<file path="config.mk">
export PLATFORM = sky130hd
export DESIGN_NAME = collision_scheduler
export DESIGN_NICKNAME = d
export VERILOG_FILES = /design/src/rtl/collision_pkg.sv /design/src/rtl/collision_result_bank.sv /design/src/rtl/collision_scheduler.sv
export SDC_FILE = /design/constraint.sdc
export NUM_CORES = 1
export LEC_CHECK = 0
export ABC_AREA = 1
export ABC_CLOCK_PERIOD_IN_PS = 1700
export BUFFER_PORTS_ARGS = -buffer_cell sky130_fd_sc_hd__buf_2
export CAP_MARGIN = 0
export CELL_PAD_IN_SITES_DETAIL_PLACEMENT = 1
export CELL_PAD_IN_SITES_GLOBAL_PLACEMENT = 1
export CORE_ASPECT_RATIO = 0.75
export CORE_MARGIN = 1.5
export CORE_UTILIZATION = 31
export CTS_CLUSTER_DIAMETER = 40
export DETAILED_ROUTE_END_ITERATION = 10
export GPL_ROUTABILITY_DRIVEN = 0
export PLACE_DENSITY = 0.76
export SYNTH_ARGS = -nofsm -noshare
export SYNTH_HDL_FRONTEND = slang
export SYNTH_SLANG_ARGS = --single-unit
</file>
<file path="constraint.sdc">
create_clock -name clock -period 1.7 [get_ports clock]
set_clock_uncertainty 0.1 [all_clocks]
set_input_delay 0.51 -clock clock [delete_from_list [all_inputs] [get_ports clock]]
set_output_delay 0.51 -clock clock [all_outputs]
set_load 0.03 [all_outputs]
</file>
<file path="src/rtl/collision_pkg.sv">
// rtl/collision_pkg.sv - shared widths, state encoding and direction codes for the collision scheduler
package collision_pkg;

    localparam int X_W   = 9;
    localparam int Y_W   = 8;
    localparam int DIR_W = 3;

    typedef enum logic [2:0] {
        ST_IDLE  = 3'd0,
        ST_LOAD  = 3'd1,
        ST_RUN   = 3'd2,
        ST_STORE = 3'd3,
        ST_DONE  = 3'd4
    } sched_state_t;

    localparam logic [DIR_W-1:0] DIR_NONE  = 3'd0;
    localparam logic [DIR_W-1:0] DIR_UP    = 3'd1;
    localparam logic [DIR_W-1:0] DIR_DOWN  = 3'd2;
    localparam logic [DIR_W-1:0] DIR_LEFT  = 3'd3;
    localparam logic [DIR_W-1:0] DIR_RIGHT = 3'd4;

    // Enemy index counts 0..n-1 but is sized to hold n as well
    function automatic int idx_width(input int n);
        return $clog2(n + 1);
    endfunction

endpackage

</file>
<file path="src/rtl/collision_result_bank.sv">
// rtl/collision_result_bank.sv - working and published per-frame collision results
module collision_result_bank
    import collision_pkg::*;
#(
    parameter int NUM_ENEMIES = 3,
    parameter int IDX_W       = 2
) (
    input  logic                   clock,
    input  logic                   reset,
    input  logic                   clear_i,
    input  logic                   store_i,
    input  logic                   publish_i,
    input  logic [IDX_W-1:0]       idx_i,
    input  logic                   c_map_i,
    input  logic                   e_map_i,
    input  logic                   c_e_i,
    input  logic                   hit_i,
    output logic                   c_map_o,
    output logic [NUM_ENEMIES-1:0] e_map_o,
    output logic [NUM_ENEMIES-1:0] c_e_o,
    output logic [NUM_ENEMIES-1:0] hit_o
);

    logic                   work_cmap_q, work_cmap_d;
    logic [NUM_ENEMIES-1:0] work_emap_q, work_emap_d;
    logic [NUM_ENEMIES-1:0] work_ce_q,   work_ce_d;
    logic [NUM_ENEMIES-1:0] work_hit_q,  work_hit_d;

    logic                   out_cmap_q;
    logic [NUM_ENEMIES-1:0] out_emap_q;
    logic [NUM_ENEMIES-1:0] out_ce_q;
    logic [NUM_ENEMIES-1:0] out_hit_q;

    always_comb begin
        work_cmap_d = work_cmap_q;
        work_emap_d = work_emap_q;
        work_ce_d   = work_ce_q;
        work_hit_d  = work_hit_q;
        if (clear_i) begin
            work_cmap_d = 1'b0;
            work_emap_d = '0;
            work_ce_d   = '0;
            work_hit_d  = '0;
        end else if (store_i) begin
            work_cmap_d = work_cmap_q | c_map_i;
            for (int i = 0; i < NUM_ENEMIES; i++) begin
                if (idx_i == IDX_W'(i)) begin
                    work_emap_d[i] = e_map_i;
                    work_ce_d[i]   = c_e_i;
                    work_hit_d[i]  = hit_i;
                end
            end
        end
    end

    // Publishing takes the next working value so the last pass lands in the same frame
    always_ff @(posedge clock) begin
        if (reset) begin
            work_cmap_q <= 1'b0;
            work_emap_q <= '0;
            work_ce_q   <= '0;
            work_hit_q  <= '0;
            out_cmap_q  <= 1'b0;
            out_emap_q  <= '0;
            out_ce_q    <= '0;
            out_hit_q   <= '0;
        end else begin
            work_cmap_q <= work_cmap_d;
            work_emap_q <= work_emap_d;
            work_ce_q   <= work_ce_d;
            work_hit_q  <= work_hit_d;
            if (publish_i) begin
                out_cmap_q <= work_cmap_d;
                out_emap_q <= work_emap_d;
                out_ce_q   <= work_ce_d;
                out_hit_q  <= work_hit_d;
            end
        end
    end

    assign c_map_o = out_cmap_q;
    assign e_map_o = out_emap_q;
    assign c_e_o   = out_ce_q;
    assign hit_o   = out_hit_q;

endmodule

</file>
<file path="src/rtl/collision_scheduler.sv">
// rtl/collision_scheduler.sv - time-multiplexes one collision_detector over NUM_ENEMIES enemies per frame
// Optional per-pass watchdog enabled by defining COLLISION_TIMEOUT_EN.
module collision_scheduler
    import collision_pkg::*;
#(
    parameter int NUM_ENEMIES = 3
`ifdef COLLISION_TIMEOUT_EN
    ,
    parameter int TIMEOUT_CYCLES = 1023
`endif
) (
    input  logic                         clock,
    input  logic                         reset,
    input  logic                         start,
    input  logic [X_W-1:0]               char_x,
    input  logic [Y_W-1:0]               char_y,
    input  logic [DIR_W-1:0]             direction_char,
    input  logic [DIR_W-1:0]             facing_char,
    input  logic                         attack,
    input  logic [X_W*NUM_ENEMIES-1:0]   enemy_x,
    input  logic [Y_W*NUM_ENEMIES-1:0]   enemy_y,
    input  logic [DIR_W*NUM_ENEMIES-1:0] enemy_dir,
    output logic                         det_init,
    output logic                         det_enable,
    output logic [X_W-1:0]               det_char_x,
    output logic [Y_W-1:0]               det_char_y,
    output logic [DIR_W-1:0]             det_dir_char,
    output logic [DIR_W-1:0]             det_facing_char,
    output logic                         det_attack,
    output logic [X_W-1:0]               det_enemy_x,
    output logic [Y_W-1:0]               det_enemy_y,
    output logic [DIR_W-1:0]             det_dir_enemy,
    input  logic                         det_c_map,
    input  logic                         det_e_map,
    input  logic                         det_c_e,
    input  logic                         det_e_hit,
    input  logic                         det_done,
    output logic                         c_map_collision,
    output logic [NUM_ENEMIES-1:0]       e_map_collision,
    output logic [NUM_ENEMIES-1:0]       c_e_collision,
    output logic [NUM_ENEMIES-1:0]       e_hit,
    output logic                         busy,
    output logic                         done,
    output logic                         timeout_err
);

    localparam int               IDX_W    = idx_width(NUM_ENEMIES);
    localparam logic [IDX_W-1:0] LAST_IDX = IDX_W'(NUM_ENEMIES - 1);

    sched_state_t     state_q, state_d;
    logic [IDX_W-1:0] idx_q, idx_d;

    logic accept;
    logic run_exit;
    logic tmo_hit;
    logic pass_tmo;
    logic bank_clear, bank_store, bank_publish;

    logic [X_W-1:0]               snap_cx_q;
    logic [Y_W-1:0]               snap_cy_q;
    logic [DIR_W-1:0]             snap_cdir_q;
    logic [DIR_W-1:0]             snap_cface_q;
    logic                         snap_attack_q;
    logic [X_W*NUM_ENEMIES-1:0]   snap_ex_q;
    logic [Y_W*NUM_ENEMIES-1:0]   snap_ey_q;
    logic [DIR_W*NUM_ENEMIES-1:0] snap_edir_q;

    assign accept   = (state_q == ST_IDLE) && start;
    assign run_exit = det_done || tmo_hit;

    always_ff @(posedge clock) begin
        if (reset) begin
            state_q <= ST_IDLE;
            idx_q   <= '0;
        end else begin
            state_q <= state_d;
            idx_q   <= idx_d;
        end
    end

    always_comb begin
        state_d = state_q;
        idx_d   = idx_q;
        case (state_q)
            ST_IDLE: begin
                if (start) begin
                    state_d = ST_LOAD;
                    idx_d   = '0;
                end
            end
            ST_LOAD:  state_d = ST_RUN;
            ST_RUN: begin
                if (run_exit) state_d = ST_STORE;
            end
            ST_STORE: begin
                if (idx_q == LAST_IDX) begin
                    state_d = ST_DONE;
                end else begin
                    idx_d   = idx_q + 1'b1;
                    state_d = ST_LOAD;
                end
            end
            ST_DONE:  state_d = ST_IDLE;
            default: begin
                state_d = ST_IDLE;
                idx_d   = '0;
            end
        endcase
    end

    always_comb begin
        det_init     = 1'b0;
        det_enable   = 1'b0;
        busy         = 1'b0;
        done         = 1'b0;
        bank_clear   = 1'b0;
        bank_store   = 1'b0;
        bank_publish = 1'b0;
        case (state_q)
            ST_IDLE:  bank_clear = start;
            ST_LOAD: begin
                det_init = 1'b1;
                busy     = 1'b1;
            end
            ST_RUN: begin
                det_enable = 1'b1;
                busy       = 1'b1;
            end
            ST_STORE: begin
                busy         = 1'b1;
                bank_store   = 1'b1;
                bank_publish = (idx_q == LAST_IDX);
            end
            ST_DONE: begin
                busy = 1'b1;
                done = 1'b1;
            end
            default: ;
        endcase
    end

    always_ff @(posedge clock) begin
        if (reset) begin
            snap_cx_q     <= '0;
            snap_cy_q     <= '0;
            snap_cdir_q   <= '0;
            snap_cface_q  <= '0;
            snap_attack_q <= 1'b0;
            snap_ex_q     <= '0;
            snap_ey_q     <= '0;
            snap_edir_q   <= '0;
        end else if (accept) begin
            snap_cx_q     <= char_x;
            snap_cy_q     <= char_y;
            snap_cdir_q   <= direction_char;
            snap_cface_q  <= facing_char;
            snap_attack_q <= attack;
            snap_ex_q     <= enemy_x;
            snap_ey_q     <= enemy_y;
            snap_edir_q   <= enemy_dir;
        end
    end

    assign det_char_x      = snap_cx_q;
    assign det_char_y      = snap_cy_q;
    assign det_dir_char    = snap_cdir_q;
    assign det_facing_char = snap_cface_q;
    assign det_attack      = snap_attack_q;

    // Operands come only from the frame snapshot, so live enemy motion never reaches the detector
    always_comb begin
        det_enemy_x   = '0;
        det_enemy_y   = '0;
        det_dir_enemy = '0;
        for (int i = 0; i < NUM_ENEMIES; i++) begin
            if (idx_q == IDX_W'(i)) begin
                det_enemy_x   = snap_ex_q[i*X_W +: X_W];
                det_enemy_y   = snap_ey_q[i*Y_W +: Y_W];
                det_dir_enemy = snap_edir_q[i*DIR_W +: DIR_W];
            end
        end
    end

`ifdef COLLISION_TIMEOUT_EN
    logic [9:0] tmo_cnt_q;
    logic       pass_tmo_q;
    logic       work_err_q;
    logic       err_q;

    assign tmo_hit  = (state_q == ST_RUN) && !det_done
                      && (tmo_cnt_q == 10'(TIMEOUT_CYCLES - 1));
    assign pass_tmo = pass_tmo_q;

    always_ff @(posedge clock) begin
        if (reset) begin
            tmo_cnt_q  <= '0;
            pass_tmo_q <= 1'b0;
            work_err_q <= 1'b0;
            err_q      <= 1'b0;
        end else begin
            if (state_q == ST_LOAD) begin
                tmo_cnt_q  <= '0;
                pass_tmo_q <= 1'b0;
            end else if (state_q == ST_RUN) begin
                tmo_cnt_q <= tmo_cnt_q + 10'd1;
                if (tmo_hit) pass_tmo_q <= 1'b1;
            end
            if (accept) begin
                work_err_q <= 1'b0;
            end else if (tmo_hit) begin
                work_err_q <= 1'b1;
            end
            if (bank_publish) err_q <= work_err_q;
        end
    end

    assign timeout_err = err_q;
`else
    assign tmo_hit     = 1'b0;
    assign pass_tmo    = 1'b0;
    assign timeout_err = 1'b0;
`endif

    collision_result_bank #(
        .NUM_ENEMIES (NUM_ENEMIES),
        .IDX_W       (IDX_W)
    ) u_bank (
        .clock     (clock),
        .reset     (reset),
        .clear_i   (bank_clear),
        .store_i   (bank_store),
        .publish_i (bank_publish),
        .idx_i     (idx_q),
        .c_map_i   (det_c_map & ~pass_tmo),
        .e_map_i   (det_e_map & ~pass_tmo),
        .c_e_i     (det_c_e & ~pass_tmo),
        .hit_i     (det_e_hit & ~pass_tmo),
        .c_map_o   (c_map_collision),
        .e_map_o   (e_map_collision),
        .c_e_o     (c_e_collision),
        .hit_o     (e_hit)
    );

endmodule
</file>
Word level (Yosys, flattened, before mapping) --
Cells that the tools add are included.
Operators by class: add/sub/neg operators 1, multiply operators 0, div/mod/pow operators 0, magnitude comparators 0, equality and inequality tests 9, shift operators 0, mux-type cells 40, bitwise gates (word level) 2, reductions and logical operators 7
Operators with widths (number):
- 3-bit 2-to-1 mux | 12
- 9-bit 2-to-1 mux | 3
- 8-bit 2-to-1 mux | 3
- 1-bit 2-to-1 mux | 18
- 3-bit case mux with 4 select lines | 1
- 3-bit by 2-bit equality test with 1-bit output, second input constant | 2
- 2-bit inequality test, second input constant | 3
- 2-bit case mux with 3 select lines | 1
- 2-bit 2-to-1 mux | 2
- 4-bit OR reduction | 1
- 3-bit by 1-bit equality test with 1-bit output, second input constant | 1
- 3-bit equality test, second input constant | 1
- 3-bit logical NOT | 1
- 3-bit AND reduction | 1
- 3-bit OR reduction | 1
- 2-bit by 1-bit adder with 2-bit output, second input constant | 1
- 2-bit by 1-bit equality test with 1-bit output, second input constant | 1
- 2-bit equality test, second input constant | 1
- 2-bit logical NOT | 1
- 2-bit AND reduction | 1
- 1-bit logical AND | 1
- 1-bit inverter | 1
- 1-bit OR | 1
Word-level totals: bits in registers 109, latch bits 0, memory bits (writable) 0, ROM bits 0, input port bits 92, word-level logic and storage cells 77, memories kept 0

Depth between registers and ports, before layout --
depth in word-level cells 4, gate-level depth with buffers 9, depth with buffers taken out 8

Hierarchy --
Synthesis repeated with hierarchy kept, for this count alone.
Unflattened totals: cell total of the unflattened synthesis 632, area total of the unflattened synthesis 4615.7 sq um
Modules (own cells, without submodules):
- collision_scheduler | times used 1, cells an instance 525, area an instance 3736.1 sq um
- collision_result_bank | times used 1, cells an instance 107, area an instance 879.6 sq um

Worst setup path before layout --
No wires, ideal clock.
path type register -> output, start point reg idx_q[0], end point out det_dir_enemy[0], arrival time 1575 ps, data required time 1090 ps, slack -485 ps, stages on the path, launching flop included 7, path buffers 2, cell sequence dfxtp_1 -> inv_1 -> ha_1 -> clkbuf_1 -> clkbuf_1 -> a21oi_1 -> a22oi_1
Between the ends: cells in the longest elaborated chain, start to end 4, elaborated cells on any way between the ends 6, classes of those cells eq/ne: 2; mux: 3; reduce/logical: 1
RTL lines:
- from (decl) | RTL line collision_scheduler.sv:51 | logic [IDX_W-1:0] idx_q, idx_d;
- from (signal assigned) | RTL line collision_scheduler.sv:77 | idx_q <= idx_d;
- 2-bit logical NOT | RTL line collision_scheduler.sv:176 | if (idx_q == IDX_W'(i)) begin
- 3-bit 2-to-1 mux (2 in a row) | RTL line collision_scheduler.sv:176
- 3-bit 2-to-1 mux (*) | RTL line collision_scheduler.sv:176
- to (decl) | RTL line collision_scheduler.sv:32 | output logic [DIR_W-1:0] det_dir_enemy,
Every way passes the cells marked *; elsewhere a longest branch is shown, timed or not.

Final worst setup path --
start point reg idx_q[1], end point out det_enemy_y[1]
Between the ends: cells in the longest elaborated chain, start to end 4, elaborated cells on any way between the ends 6, classes of those cells eq/ne: 2; mux: 3; reduce/logical: 1
RTL lines:
- 2-bit logical NOT | RTL line collision_scheduler.sv:176
- 8-bit 2-to-1 mux (2 in a row) | RTL line collision_scheduler.sv:176
- 8-bit 2-to-1 mux (*) | RTL line collision_scheduler.sv:176
- to (decl) | RTL line collision_scheduler.sv:31 | output logic [Y_W-1:0] det_enemy_y,
Marks and branches as above.

==> metrics.cfg <==
[die]
start_util_pct = 32.3
die_x_um = 139
num_rows = 36
core_um2 = 13200
dieArea_um2 = 14500
num_io_pins = 151
die_h_um = 105

[yosys]
synth_area_um2 = 4280
synth_compound_area_share_pct = 20.3
synth_cell_types = 20
ys_warn_count = 0
syn_inst = 576
syn-num-nets = 671
ys_ff_latch = 106
synthAdderAreaFrac_pct = 0.877
synth_xor_xnor_area_share_pct = 0
yosys.area_share.simple_pct = 20.1
syn_area_per_cell_um2 = 7.43
synth_top_family_by_area = compound AO/OA/AOI/OAI gates
synthMuxAreaShare_pct = 0
ys_seq_area_share_pct = 49.6

[cells_and_area]
design_area_um2 = 6270
nets = 822
fill_cells = 1657
drive_gt1_share_pct = 37.3
layout.cells.non_filler = 903
insertedDiodeCount = 0
syn_to_final_growth_pct = 46.5

[global_routing]
grt_usage_pct = 20.3
use_met1_pct = 24.9
grt_first_pass_wirelength_um = 23900
grt_overflow_total = 0
met2_usage_pct = 35.7
antenna_found_initial = 1
grt_pass1_vias = 4774
grt_max_degree = 54
met3_usage_pct = 4.54
grt_busiest_layer = met2

[place]
hpwl_um = 10000
numPortBuffers = 149
postPlaceCellArea_um2 = 5440
dp.cells = 874

[clocking]
cts_root_buf = clkbuf_16
cts_buffer_depth = 2
cts_buffers = 9
path_clk_slew_ps = 70
cts_tree = done
hold_buffers = 0
clk_latency_ps = 350
cts_max_level = 3
clock_sinks = 106

[drt]
dr.pass1.iters = 5
num_vias = 4455
wl_per_cell_um = 16.3
wirelength_um = 14800
remaining_drc_errors = 0
antenna_left = 0
viasPerCell = 4.93
drt_iter0_markers = 137

[power_and_ir_drop]
p_leak_nw = 2.76
power_mw = 7.49
ir_drop_uv = 624
powerDensity_nw_per_um2 = 1190

[worst_setup_path]
critPathCapture = det_enemy_y[1]
r2r_start = idx_q[1]
worst-r2r-setup-slack_ps = 30
critical_path_arrival_ps = 1600
critPathLaunchType = register
crit_start = idx_q[1]
critical_path.max_fanout = 9
r2r-end = idx_q[1]
worst_ep_required_time_ps = 1090
end_kind = primary output
rr_worst_depth = 10
critPathKind = register to primary output

[run_status]
violations = setup timing
status = finished, violations left

[sta]
drv_slew = 0
finalSetupTns_ps = -10080
final_hold_viol_count = 0
hold_slack_ps = 299
fmax_mhz = 451
period_minus_slack_ps = 2220
rsz0062_at_grt = true
finalSetupViolations = 23
finalCritPeriodShare_pct = 130
fin_ws_ps = -515

[flow_run]
timing.max_cap.violations = 0

[hold_path]
hp-class = input port to register

[critical path, cell delays in order, from the launching register on]
cell     delay (ps)
dfxtp_4         370
inv_4            50
ha_4            190
inv_8            90
buf_16          140
nand3_1          90
a22oi_2         170
buf_6           150
[power breakdown]
group | switching, mW | total [mW] | internal [mW]
registers | 0.142 | 2.85 | 2.71
clock network | 0.920 | 1.95 | 1.03
logic | 1.59 | 2.68 | 1.10
[through the flow]
| stage | util [%] | setup slack (ps) |
|---|---|---|
| after floorplan | - | -100 |
| after global placement | 41.1 | -156 |
| after detailed placement | 41.1 | -233 |
| after CTS | 45.7 | -535 |
| after global routing | 47.4 | -560 |
| final | 47.4 | -515 |
[state kept, by name (all words and copies together) (netlist names), 8 cells and up]
name	cells
det_char_y	8
det_char_x	9
snap_edir_q	9
snap_ex_q	27
snap_ey_q	24
[cell usage in the layout, fill, tap and decap left out, types with 20 or more instances in the layout]
cell,instances
a22oi_2,20
o21ai_0,23
buf_6,29
inv_1,33
a21oi_1,99
buf_2,125
dfxtp_1,101
nor2_1,23
nand2_1,150
[cells in the mapped netlist]
library cell / count / area (um^2)
buf_2: 11 / 55.1
buf_4: 9 / 67.6
buf_6: 1 / 11.3
nand4_2: 1 / 12.5
nor2_2: 1 / 6.26
nand2_1: 154 / 578
nor2_1: 25 / 93.8
a22oi_1: 20 / 150
nand3_1: 31 / 155
buf_1: 2 / 7.51
nand3_2: 1 / 10.0
a21oi_1: 111 / 556
nor3_1: 1 / 5.00
dfxtp_1: 106 / 2120
ha_1: 3 / 37.5
inv_1: 43 / 161
conb_1: 1 / 3.75
inv_2: 1 / 3.75
o21ai_0: 33 / 165
clkbuf_1: 21 / 78.8
[logic make-up (layout without fill, tap and decap cells)]
group | count (synthesis) | count (layout)
compound gates | 164 | 164
fa+ha+maj | 3 | 3
buf+inv | 88 | 244
flops | 106 | 106
other cells | 1 | 1
simple gates | 214 | 214
[layer usage]
layer | part of all wire [%] | vias to the layer above
li1 | - | 2181
met1 | 44 | 2130
met2 | 50 | 122
met3 | 4.7 | 22
met4 | 1.5 | 0
met5 | 0 | -
[worst min-delay path by stage]
| stage | from | endpoint | slack [ps] | cells past startpoint |
|---|---|---|---|---|
| 2_1_floorplan | snap_ex_q[10] | snap_ex_q[10] | 340 | 2 |
| 4_1_cts | char_x[7] | det_char_x[7] | 290 | 3 |
| 5_1_grt | enemy_y[2] | snap_ey_q[2] | 290 | 3 |
| 3_3_place_gp | det_char_y[3] | det_char_y[3] | 350 | 2 |
| 6_report | char_x[4] | det_char_x[4] | 300 | 3 |
| 3_5_place_dp | det_char_y[6] | det_char_y[6] | 350 | 2 |
[final cells by class]
class                   instances  area [um^2]  share of cell area (%)
repair buffers                184         1360                    21.7
clock inverters                 3         15.0                   0.239
multi-input cells             382         2110                    33.6
flip-flops and latches        106         2140                    34.1
inverters                      44          183                    2.91
clock buffers                  13          250                    3.99
well taps                     171          214                    3.41
[what timing repair did]
action / 4_1_cts / 5_1_grt
buffers inserted: 7 / 5
pin swaps: 11 / 19
setup endpoints to repair: 26 / 35
hold endpoints to repair: 0 / 0
gates cloned: 1 / 1
resized for setup: 88 / 47
Power figures use the tool's default switching activity.
